## src/rtl/soc_mem_pkg.sv

```systemverilog
// Shared constants, state encoding and helpers for the on-chip data memory
// and the arbiters that share it.
package soc_mem_pkg;

    localparam int ADDR_W = 9;
    localparam int DATA_W = 32;
    localparam int BE_W   = DATA_W / 8;

    typedef enum logic [0:0] {
        ST_IDLE    = 1'b0,
        ST_RD_DATA = 1'b1
    } arb_state_t;

    // Ceiling log2, never below 1 so a two-entry index still has a bit.
    function automatic int clog2(input int value);
        int result;
        result = 32'sd1;
        while ((32'sd1 <<< result) < value) begin
            result = result + 32'sd1;
        end
        return result;
    endfunction

endpackage

```

## src/rtl/rr_priority_picker.sv

```systemverilog
// Combinational round-robin picker: first requester scanning upward from the
// slot after last_grant, wrapping modulo NUM_REQ. Reusable by any shared slave.
module rr_priority_picker #(
    parameter int NUM_REQ = 4,
    parameter int IDX_W   = soc_mem_pkg::clog2(NUM_REQ)
) (
    input  logic [NUM_REQ-1:0] req,
    input  logic [IDX_W-1:0]   last_grant,
    output logic               valid,
    output logic [IDX_W-1:0]   grant
);

    // Rotating scan; the first hit wins and later hits only keep valid set.
    always_comb begin
        logic [IDX_W-1:0] cand;
        logic             hit;
        valid = 1'b0;
        grant = '0;
        cand  = '0;
        hit   = 1'b0;
        for (int off = 1; off <= NUM_REQ; off++) begin
            cand  = IDX_W'((int'(last_grant) + off) % NUM_REQ);
            hit   = req[cand] & ~valid;
            grant = hit ? cand : grant;
            valid = valid | req[cand];
        end
    end

endmodule

```

## src/rtl/soc_data_mem_arbiter.sv

```systemverilog
// Round-robin arbiter sharing one single-port, one-cycle-latency data memory
// between several Avalon-MM masters; writes finish in one cycle, reads in two.
module soc_data_mem_arbiter #(
    parameter int NUM_MASTERS = 4,
    parameter int ADDR_W      = soc_mem_pkg::ADDR_W,
    parameter int DATA_W      = soc_mem_pkg::DATA_W
) (
    input  logic                            clk,
    input  logic                            reset,
    input  logic [NUM_MASTERS*ADDR_W-1:0]   m_address,
    input  logic [NUM_MASTERS*(DATA_W/8)-1:0] m_byteenable,
    input  logic [NUM_MASTERS-1:0]          m_read,
    input  logic [NUM_MASTERS-1:0]          m_write,
    input  logic [NUM_MASTERS*DATA_W-1:0]   m_writedata,
    output logic [DATA_W-1:0]               m_readdata,
    output logic [NUM_MASTERS-1:0]          m_waitrequest,
    output logic [ADDR_W-1:0]               mem_address,
    output logic [(DATA_W/8)-1:0]           mem_byteenable,
    output logic                            mem_chipselect,
    output logic                            mem_write,
    output logic [DATA_W-1:0]               mem_writedata,
    output logic                            mem_clken,
    input  logic [DATA_W-1:0]               mem_readdata
);

    import soc_mem_pkg::*;

    localparam int BE_W  = DATA_W / 8;
    localparam int IDX_W = soc_mem_pkg::clog2(NUM_MASTERS);
    localparam logic [IDX_W-1:0] LAST_IDX = IDX_W'(NUM_MASTERS - 1);

    arb_state_t         state;
    arb_state_t         next_state;
    logic [IDX_W-1:0]   last_grant;
    logic [IDX_W-1:0]   next_last_grant;
    logic [IDX_W-1:0]   rd_master;
    logic [IDX_W-1:0]   next_rd_master;
    logic [ADDR_W-1:0]  rd_addr;
    logic [ADDR_W-1:0]  next_rd_addr;

    logic [NUM_MASTERS-1:0] req_s;
    logic                   pick_valid_s;
    logic [IDX_W-1:0]       pick_idx_s;
    logic                   win_write_s;
    logic [ADDR_W-1:0]      win_addr_s;
    logic [BE_W-1:0]        win_be_s;
    logic [DATA_W-1:0]      win_data_s;

    // A master holding both read and write is served as a writer.
    assign req_s       = m_read | m_write;
    assign win_write_s = m_write[pick_idx_s];
    assign win_addr_s  = m_address[pick_idx_s*ADDR_W +: ADDR_W];
    assign win_be_s    = m_byteenable[pick_idx_s*BE_W +: BE_W];
    assign win_data_s  = m_writedata[pick_idx_s*DATA_W +: DATA_W];
    assign mem_clken   = 1'b1;

    rr_priority_picker #(
        .NUM_REQ (NUM_MASTERS),
        .IDX_W   (IDX_W)
    ) u_picker (
        .req        (req_s),
        .last_grant (last_grant),
        .valid      (pick_valid_s),
        .grant      (pick_idx_s)
    );

    // State and arbitration history; reset leaves master 0 with first priority.
    always_ff @(posedge clk or posedge reset) begin
        if (reset) begin
            state      <= ST_IDLE;
            last_grant <= LAST_IDX;
            rd_master  <= '0;
            rd_addr    <= '0;
        end else begin
            state      <= next_state;
            last_grant <= next_last_grant;
            rd_master  <= next_rd_master;
            rd_addr    <= next_rd_addr;
        end
    end

    // Next-state and all memory/master-side outputs; reset forces the idle bus.
    always_comb begin
        next_state      = state;
        next_last_grant = last_grant;
        next_rd_master  = rd_master;
        next_rd_addr    = rd_addr;
        mem_address     = '0;
        mem_byteenable  = '0;
        mem_chipselect  = 1'b0;
        mem_write       = 1'b0;
        mem_writedata   = '0;
        m_waitrequest   = '1;
        m_readdata      = '0;
        if (reset) begin
            next_state = ST_IDLE;
        end else begin
            case (state)
                ST_IDLE: begin
                    if (pick_valid_s) begin
                        mem_chipselect = 1'b1;
                        mem_address    = win_addr_s;
                        if (win_write_s) begin
                            mem_write                 = 1'b1;
                            mem_byteenable            = win_be_s;
                            mem_writedata             = win_data_s;
                            m_waitrequest[pick_idx_s] = 1'b0;
                            next_last_grant           = pick_idx_s;
                        end else begin
                            next_rd_master = pick_idx_s;
                            next_rd_addr   = win_addr_s;
                            next_state     = ST_RD_DATA;
                        end
                    end else begin
                        next_state = ST_IDLE;
                    end
                end
                ST_RD_DATA: begin
                    // Address held so the memory keeps presenting the same word.
                    mem_chipselect           = 1'b1;
                    mem_address              = rd_addr;
                    m_readdata               = mem_readdata;
                    m_waitrequest[rd_master] = 1'b0;
                    next_last_grant          = rd_master;
                    next_state               = ST_IDLE;
                end
                default: begin
                    next_state = ST_IDLE;
                end
            endcase
        end
    end

endmodule

```

## config.mk

```make
export PLATFORM = sky130hd
export DESIGN_NAME = soc_data_mem_arbiter
export DESIGN_NICKNAME = d
export VERILOG_FILES = /design/src/rtl/soc_mem_pkg.sv /design/src/rtl/rr_priority_picker.sv /design/src/rtl/soc_data_mem_arbiter.sv
export SDC_FILE = /design/constraint.sdc
export NUM_CORES = 1
export LEC_CHECK = 0
export CAP_MARGIN = 10
export CORE_AREA = 2 2 119 121
export DETAILED_ROUTE_END_ITERATION = 10
export DIE_AREA = 0 0 121 123
export GPL_ROUTABILITY_DRIVEN = 0
export GPL_TIMING_DRIVEN = 1
export PLACE_DENSITY_LB_ADDON = 0.15
export SLEW_MARGIN = 40
export SYNTH_ARGS = -nofsm -noshare
export SYNTH_HDL_FRONTEND = slang
export SYNTH_SLANG_ARGS = --single-unit
```

## constraint.sdc

```tcl
create_clock -name clk -period 3.1 [get_ports clk]
set_clock_uncertainty 0.05 [all_clocks]
set_input_delay 0.62 -clock clk [delete_from_list [all_inputs] [get_ports clk]]
set_output_delay 0.62 -clock clk [all_outputs]
set_load 0.02 [all_outputs]
```

==> results of run 1 <==
-- Yosys cell counts, types with 2 or more instances --
cell type / count
o221ai_1: 3
nor4_1: 2
buf_2: 9
mux2i_1: 83
and3_1: 68
o21ai_0: 11
nor3_1: 2
nand3_1: 18
mux2_2: 2
inv_1: 4
o21ai_2: 2
dfrtp_1: 12
clkbuf_1: 12
a21o_1: 16
o22a_1: 2
or2_1: 2
o211ai_1: 17
or3_1: 2
o31a_1: 2
nor2_1: 8
a21oi_1: 3
nand2_1: 87
buf_4: 15
dfstp_2: 2
o21a_1: 2
a32oi_1: 2
-- tightest hold or removal path, delay by kind of cell, from the launching register on --
family	cells	cell delay (ps)
AO/OA/AOI/OAI	1	70
flip-flops	1	340
AND/OR/NAND/NOR	1	70
-- power by group through the flow --
stage	sequential, mW	clock [mW]	combinational [mW]
global route	0.376	0.288	6.27
detailed placement	0.355	0	4.53
floorplan	0.327	0	2.48
CTS	0.357	0.278	5.49
global placement	0.353	0	4.49
finish	0.362	0.272	5.91
-- how the worst max path moves through the flow --
stage                  start               end  cells after the start
3_5_place_dp      m_write[1]  mem_writedata[7]                      9
6_report       last_grant[0]  mem_writedata[2]                     10
3_3_place_gp      m_write[1]    mem_address[6]                      9
2_1_floorplan      m_read[1]    mem_address[3]                      7
5_1_grt        last_grant[0]  mem_writedata[2]                     10
4_1_cts           m_write[3]  mem_writedata[0]                     12
-- routing by layer --
metal,up-vias,share of wire [%],global-route usage [%]
met2,212,51,40.1
met1,2268,38,24.9
met5,-,0,0
li1,2320,-,-
met3,39,8.0,4.47
met4,0,2.8,6.03
-- cells by family (layout without fill, tap and decap cells) --
logic type / after synthesis / after routing / synth area share [%]
flip-flops: 14 / 14 / 11.8
AO/OA/AOI/OAI: 72 / 72 / 18.2
AND/OR/NAND/NOR: 197 / 198 / 32.7
multiplexers: 86 / 86 / 29.2
buffers and inverters: 41 / 441 / 7.63
other: 1 / 1 / 0.125
adder cells (fa/ha/maj): 1 / 1 / 0.334
-- through the flow --
| stage | instance area (sq um) | hold slack (ps) | worst slack (ps) |
|---|---|---|---|
| 6_report | 7960 | 468 | -63.6 |
| 5_1_grt | 7960 | 507 | -148 |
| 4_1_cts | 7650 | 471 | -110 |
| 3_5_place_dp | 6860 | 460 | -861 |
| 3_3_place_gp | 6860 | 452 | -869 |
| 2_1_floorplan | 3000 | 427 | 179 |
-- flip-flops by register name, summed over array words and instances (netlist names) --
name,flops
last_grant,2
state,1
rd_addr,9
rd_master,2
-- repair_timing --
action	CTS	global route
gates resized for setup	381	59
endpoints found under the setup margin	51	49
pin swaps	11	22
buffers inserted	23	9
cloned	7	5
-- area by class of cell --
cell class                      count  share of cell area, %
Clock buffer                        4                   1.12
Inverter                            4                  0.189
Multi-Input combinational cell    358                   36.2
Sequential cell                    14                   4.43
Tap cell                          180                   2.83
Timing Repair Buffer              433                   55.2
==> run metrics, run 1 <==
GRT Overall Usage=21.6%; Final nets=1036; Slew Limit Fails=0; Final Hold Fails=0; sw power=2.81 mW; period utilization=102%; Synth area leaders=mux2i_1 (28%), and3_1 (14%), nand2_1 (11%); vias post-DR=4839; FF/Latch Area=353 sq um; distinct cell type count after synthesis=50; post-route setup TNS=-1170 ps; Worst path slowest cell=dfstp_2; delay-heaviest family, CP=compound AO/OA/AOI/OAI gates; io pins=306; failing checks=negative setup slack; worst vdd ir=484 uV; vias in the first global route=4810; final setup vio count=32; setup repair after global routing missed its margin=true; type of the worst setup path=register to output pin; Root Buffer=clkbuf_16; area share of the largest cell type after synthesis=27.7%; Post-synth ARST share=100%; ANT nets after route=0; power share of the clock group=4.2%; R2R Path Start=last_grant[0]; Reg clk slew, reported paths=50 ps; Synth area leader=mux2i_1; die area=14900 sq um; clock latency on the worst-skew pair=250 ps; placed instance count=951; Post-Route WL=18.1 mm; Switching Share=42.9%; R2R depth=16; sequential cell area fraction in the yosys report=11.8%; Die X=121 um; first-pass GRT wire length=25.6 mm; Area Overhead vs Synth=166%; Syn Area/Cell=7.28 sq um; most frequent cells in the layout=clkdlybuf4s50_1 (246), buf_4 (104), nand2_1 (87), mux2i_1 (72), buf_6 (53); initial antenna violation count=0; worst path cell trace=o21ba_4 > buf_4 > a21oi_1 > nor2_1 > o21a_2 > o22ai_4 > buf_12 > clkbuf_16 > and3_4 > buf_6; number of flops mapped to enable cells by yosys=0; Hold Crit Depth=2; # rows=43; Post-Syn Instances=412; fin crit period=3160 ps; Critical Path Start Type=register; initial core utilization=22.0%; layout cells sized above 1=33.0%; fill cell count=1209; DR iter-0 viols=137; Min-Delay Endpoint=rd_addr[0]; Residual DRC=0; R2R Setup Slk=270 ps; Worst setup EP type=output pin; area of the mapped netlist=3000 sq um; maxcap violations=0; Cell Int Power=3.74 mW; CTS sink cnt=14; outcome=complete, but fails checks; f_max=0.316 GHz; Synth warnings=0; IO Port Bufs=304; PnR worst setup slack=-63.6 ps; ys flop type=dfrtp_1; clock buffer depth=2; Die Ht=123 um; Pre-Repair DR Iteration Count=4; Mapped Nets=634; HP Start=rd_addr[0]; Worst EP required=2430 ps; wire length per cell=18.2 um; CTS Hold Bufs=0; worst hold path type=register to register; total power=6.55 mW; area of the multi-input gates=2880 sq um; Power Density=822 nW/um^2; logic gate share of total power=90.3%; most common cell after layout, fill and taps aside=clkdlybuf4s50_1; CP max stage delay=550 ps; CP max FO=5; Detailed Place HPWL=13.1 mm; r2r endpoint=rd_addr[7]; pin count of the biggest net entering global routing=36; CTS tree=built; Finished Core Util=58.5%; cell leakage power=3.55 nW; register bit total from synthesis=14; Non-Filler Instances=993; Flop pwr share=5.5%; Std-Cell Core Area=13600 sq um; Avg Vias per Cell=4.87; H-tree depth=1; ANT cells=0; cts bufs inserted=3; CP bufs+invs=4; arrival time worst endpoint=2490 ps; total grt overflow=0
Power figures use the tool's default switching activity.
==> run 2: changes to the inputs <==
Settings changed: CAP_MARGIN 10 to 15.
==> results of run 2 <==
The final DEF is identical to that of run 1; final timing and power are the same.
==> run 3: changes to the inputs <==
Settings changed: PLACE_DENSITY_LB_ADDON 0.15 to 0.12.
==> run 3 against run 2 <==
Die area did not move. Utilization is 3.5 points lower. Design area decreased by 6.1%. The flow still finishes with violations (negative setup slack). Highest routed layer unchanged. Cell count decreased by 2.9%. Hold slack improved by 6.3 ps. Largest cell class unchanged. Non-clock buffer count fell by 28. Critical endpoint is now mem_writedata[14]. Sequential share of layout area rose by 0.29 points. Critical path depth is 1 lower.
==> run metrics, run 3 (same netlist as run 1, synthesis figures left out) <==
Final Hold Fails=0 (unchanged); Non-Filler Instances=964 (-2.9%); ANT cells=0 (unchanged); H-tree depth=1 (unchanged); R2R Path Start=last_grant[0]; Root Buffer=clkbuf_16; io pins=306 (unchanged); Finished Core Util=55.0% (-3.5 points); Pre-Repair DR Iteration Count=4 (unchanged); PnR worst setup slack=-11.1 ps (+52.6 ps); Residual DRC=0 (unchanged); DR iter-0 viols=200 (+46%); Std-Cell Core Area=13600 sq um (unchanged); clock latency on the worst-skew pair=250 ps (about the same); pin count of the biggest net entering global routing=36 (unchanged); Hold Crit Depth=2 (unchanged); biggest regs=rd_addr (9), last_grant (2), rd_master (2); clock buffer depth=2 (unchanged); CTS sink cnt=14 (unchanged); failing checks=negative setup slack; most flop-heavy register=rd_addr; type of the worst setup path=register to output pin; Power Density=771 nW/um^2 (-6.2%); outcome=complete, but fails checks; Reg clk slew, reported paths=50 ps (about the same); initial antenna violation count=0 (unchanged); f_max=0.321 GHz (+1.7%); Avg Vias per Cell=4.84 (-0.76%); wire length per cell=17.4 um (-4.6%); fin crit period=3110 ps (-52.6 ps); WHS=474 ps (+6.28 ps); vias in the first global route=4689 (-2.5%); IO Port Bufs=304 (unchanged); final setup vio count=2 (-94%); Die Ht=123 um (unchanged); HP Start=rd_addr[7]; ANT nets after route=0 (unchanged); cell leakage power=3.36 nW (-5.2%); GRT Overall Usage=20.6% (-1.0 points); Critical Path Start Type=register; first-pass GRT wire length=24.5 mm (-4.6%); R2R Setup Slk=750 ps (+480 ps); worst hold path type=register to register; # rows=43 (unchanged); post-route setup TNS=-15.9 ps (+1150 ps); vias post-DR=4662 (-3.7%); setup repair after global routing missed its margin=true; CP max FO=7 (+2); Final nets=1007 (-2.8%); Area Overhead vs Synth=149%; Worst setup EP type=output pin; total grt overflow=0 (unchanged); r2r endpoint=last_grant[0]; arrival time worst endpoint=2440 ps (-50 ps); cts bufs inserted=3 (unchanged); period utilization=100% (-1.7 points); layout cells sized above 1=28.6% (-4.4 points); placed instance count=940 (-1.2%); Post-Route WL=16.8 mm (-7.4%); maxcap violations=0 (unchanged); initial core utilization=22.0% (unchanged); Slew Limit Fails=0 (unchanged); R2R depth=9 (-7); Min-Delay Endpoint=rd_addr[7]; CTS tree=built; most common cell after layout, fill and taps aside=clkdlybuf4s50_1; Die X=121 um (unchanged); most frequent cells in the layout=clkdlybuf4s50_1 (246), buf_4 (89), nand2_1 (87), mux2i_1 (72), and3_1 (48); worst vdd ir=340 uV (-30%); Worst EP required=2430 ps (about the same); die area=14900 sq um (unchanged); Largest register FFs=9 (unchanged); Detailed Place HPWL=12.8 mm (-2.6%); DP Worst Slack=-978 ps (-117 ps)
run 3: changes by cell type in the layout (fill, tap and decap cells not counted), moves of 3 or more:
cell and change:
clkbuf_16 -3, buf_6 -9, buf_16 -5, and3_1 +15, and3_4 -15, buf_4 -15
run 3: cell type report:
type / instances / area (sq um)
Clock buffer: 4 / 88.8
Fill cell: 1245 / 6130
Inverter: 4 / 15.0
Multi-Input combinational cell: 357 / 2770
Sequential cell: 14 / 353
Tap cell: 180 / 225
Timing Repair Buffer: 405 / 4030
run 3: worst max path at each step:
| stage | start | cells past startpoint | to | slack, ps |
|---|---|---|---|---|
| floorplan | m_read[1] | 7 | mem_address[3] | 180 |
| global placement | m_read[1] | 9 | mem_writedata[9] | -890 |
| detailed placement | m_read[1] | 9 | mem_byteenable[0] | -980 |
| CTS | m_write[3] | 12 | mem_address[5] | -10 |
| global route | last_grant[0] | 9 | mem_writedata[14] | -70 |
| finish | last_grant[0] | 9 | mem_writedata[14] | -10 |
run 3: stage by stage:
step / instance area [sq um] / total power, mW
floorplan: 3000 / 2.81
global placement: 6770 / 4.72
detailed placement: 6770 / 4.75
CTS: 7330 / 5.62
global route: 7480 / 6.13
finish: 7480 / 5.77
run 3: power by group:
part	internal [mW]	leakage (nW)	total, mW	switching [mW]
combinational	2.72	3.15	5.14	2.42
clock	0.196	0.0442	0.276	0.0797
sequential	0.285	0.169	0.357	0.0718
total	3.20	3.36	5.77	2.57
run 3: critical path, stage by stage (launching register included):
cell     delay [ps]
dfstp_2         550
o21ba_4         180
mux2i_4         210
o21ai_4          80
or3_4           350
o22ai_4         200
buf_12          170
buf_12          120
and3_1          190
buf_6           130
run 3: repair_timing:
item,4_1_cts,5_1_grt
cloned,3,1
setup buffers,17,4
hold buffers,0,0
setup endpoints to repair,51,48
pin swaps,15,10
gates resized for setup,357,46
run 3: metal layers:
layer | GRT usage [%] | up-vias | routed length [um]
li1 | - | 2253 | -
met1 | 23.1 | 2161 | 6510
met2 | 39.4 | 224 | 8530
met3 | 4.06 | 24 | 1350
met4 | 5.31 | 0 | 371
met5 | 0 | - | 0
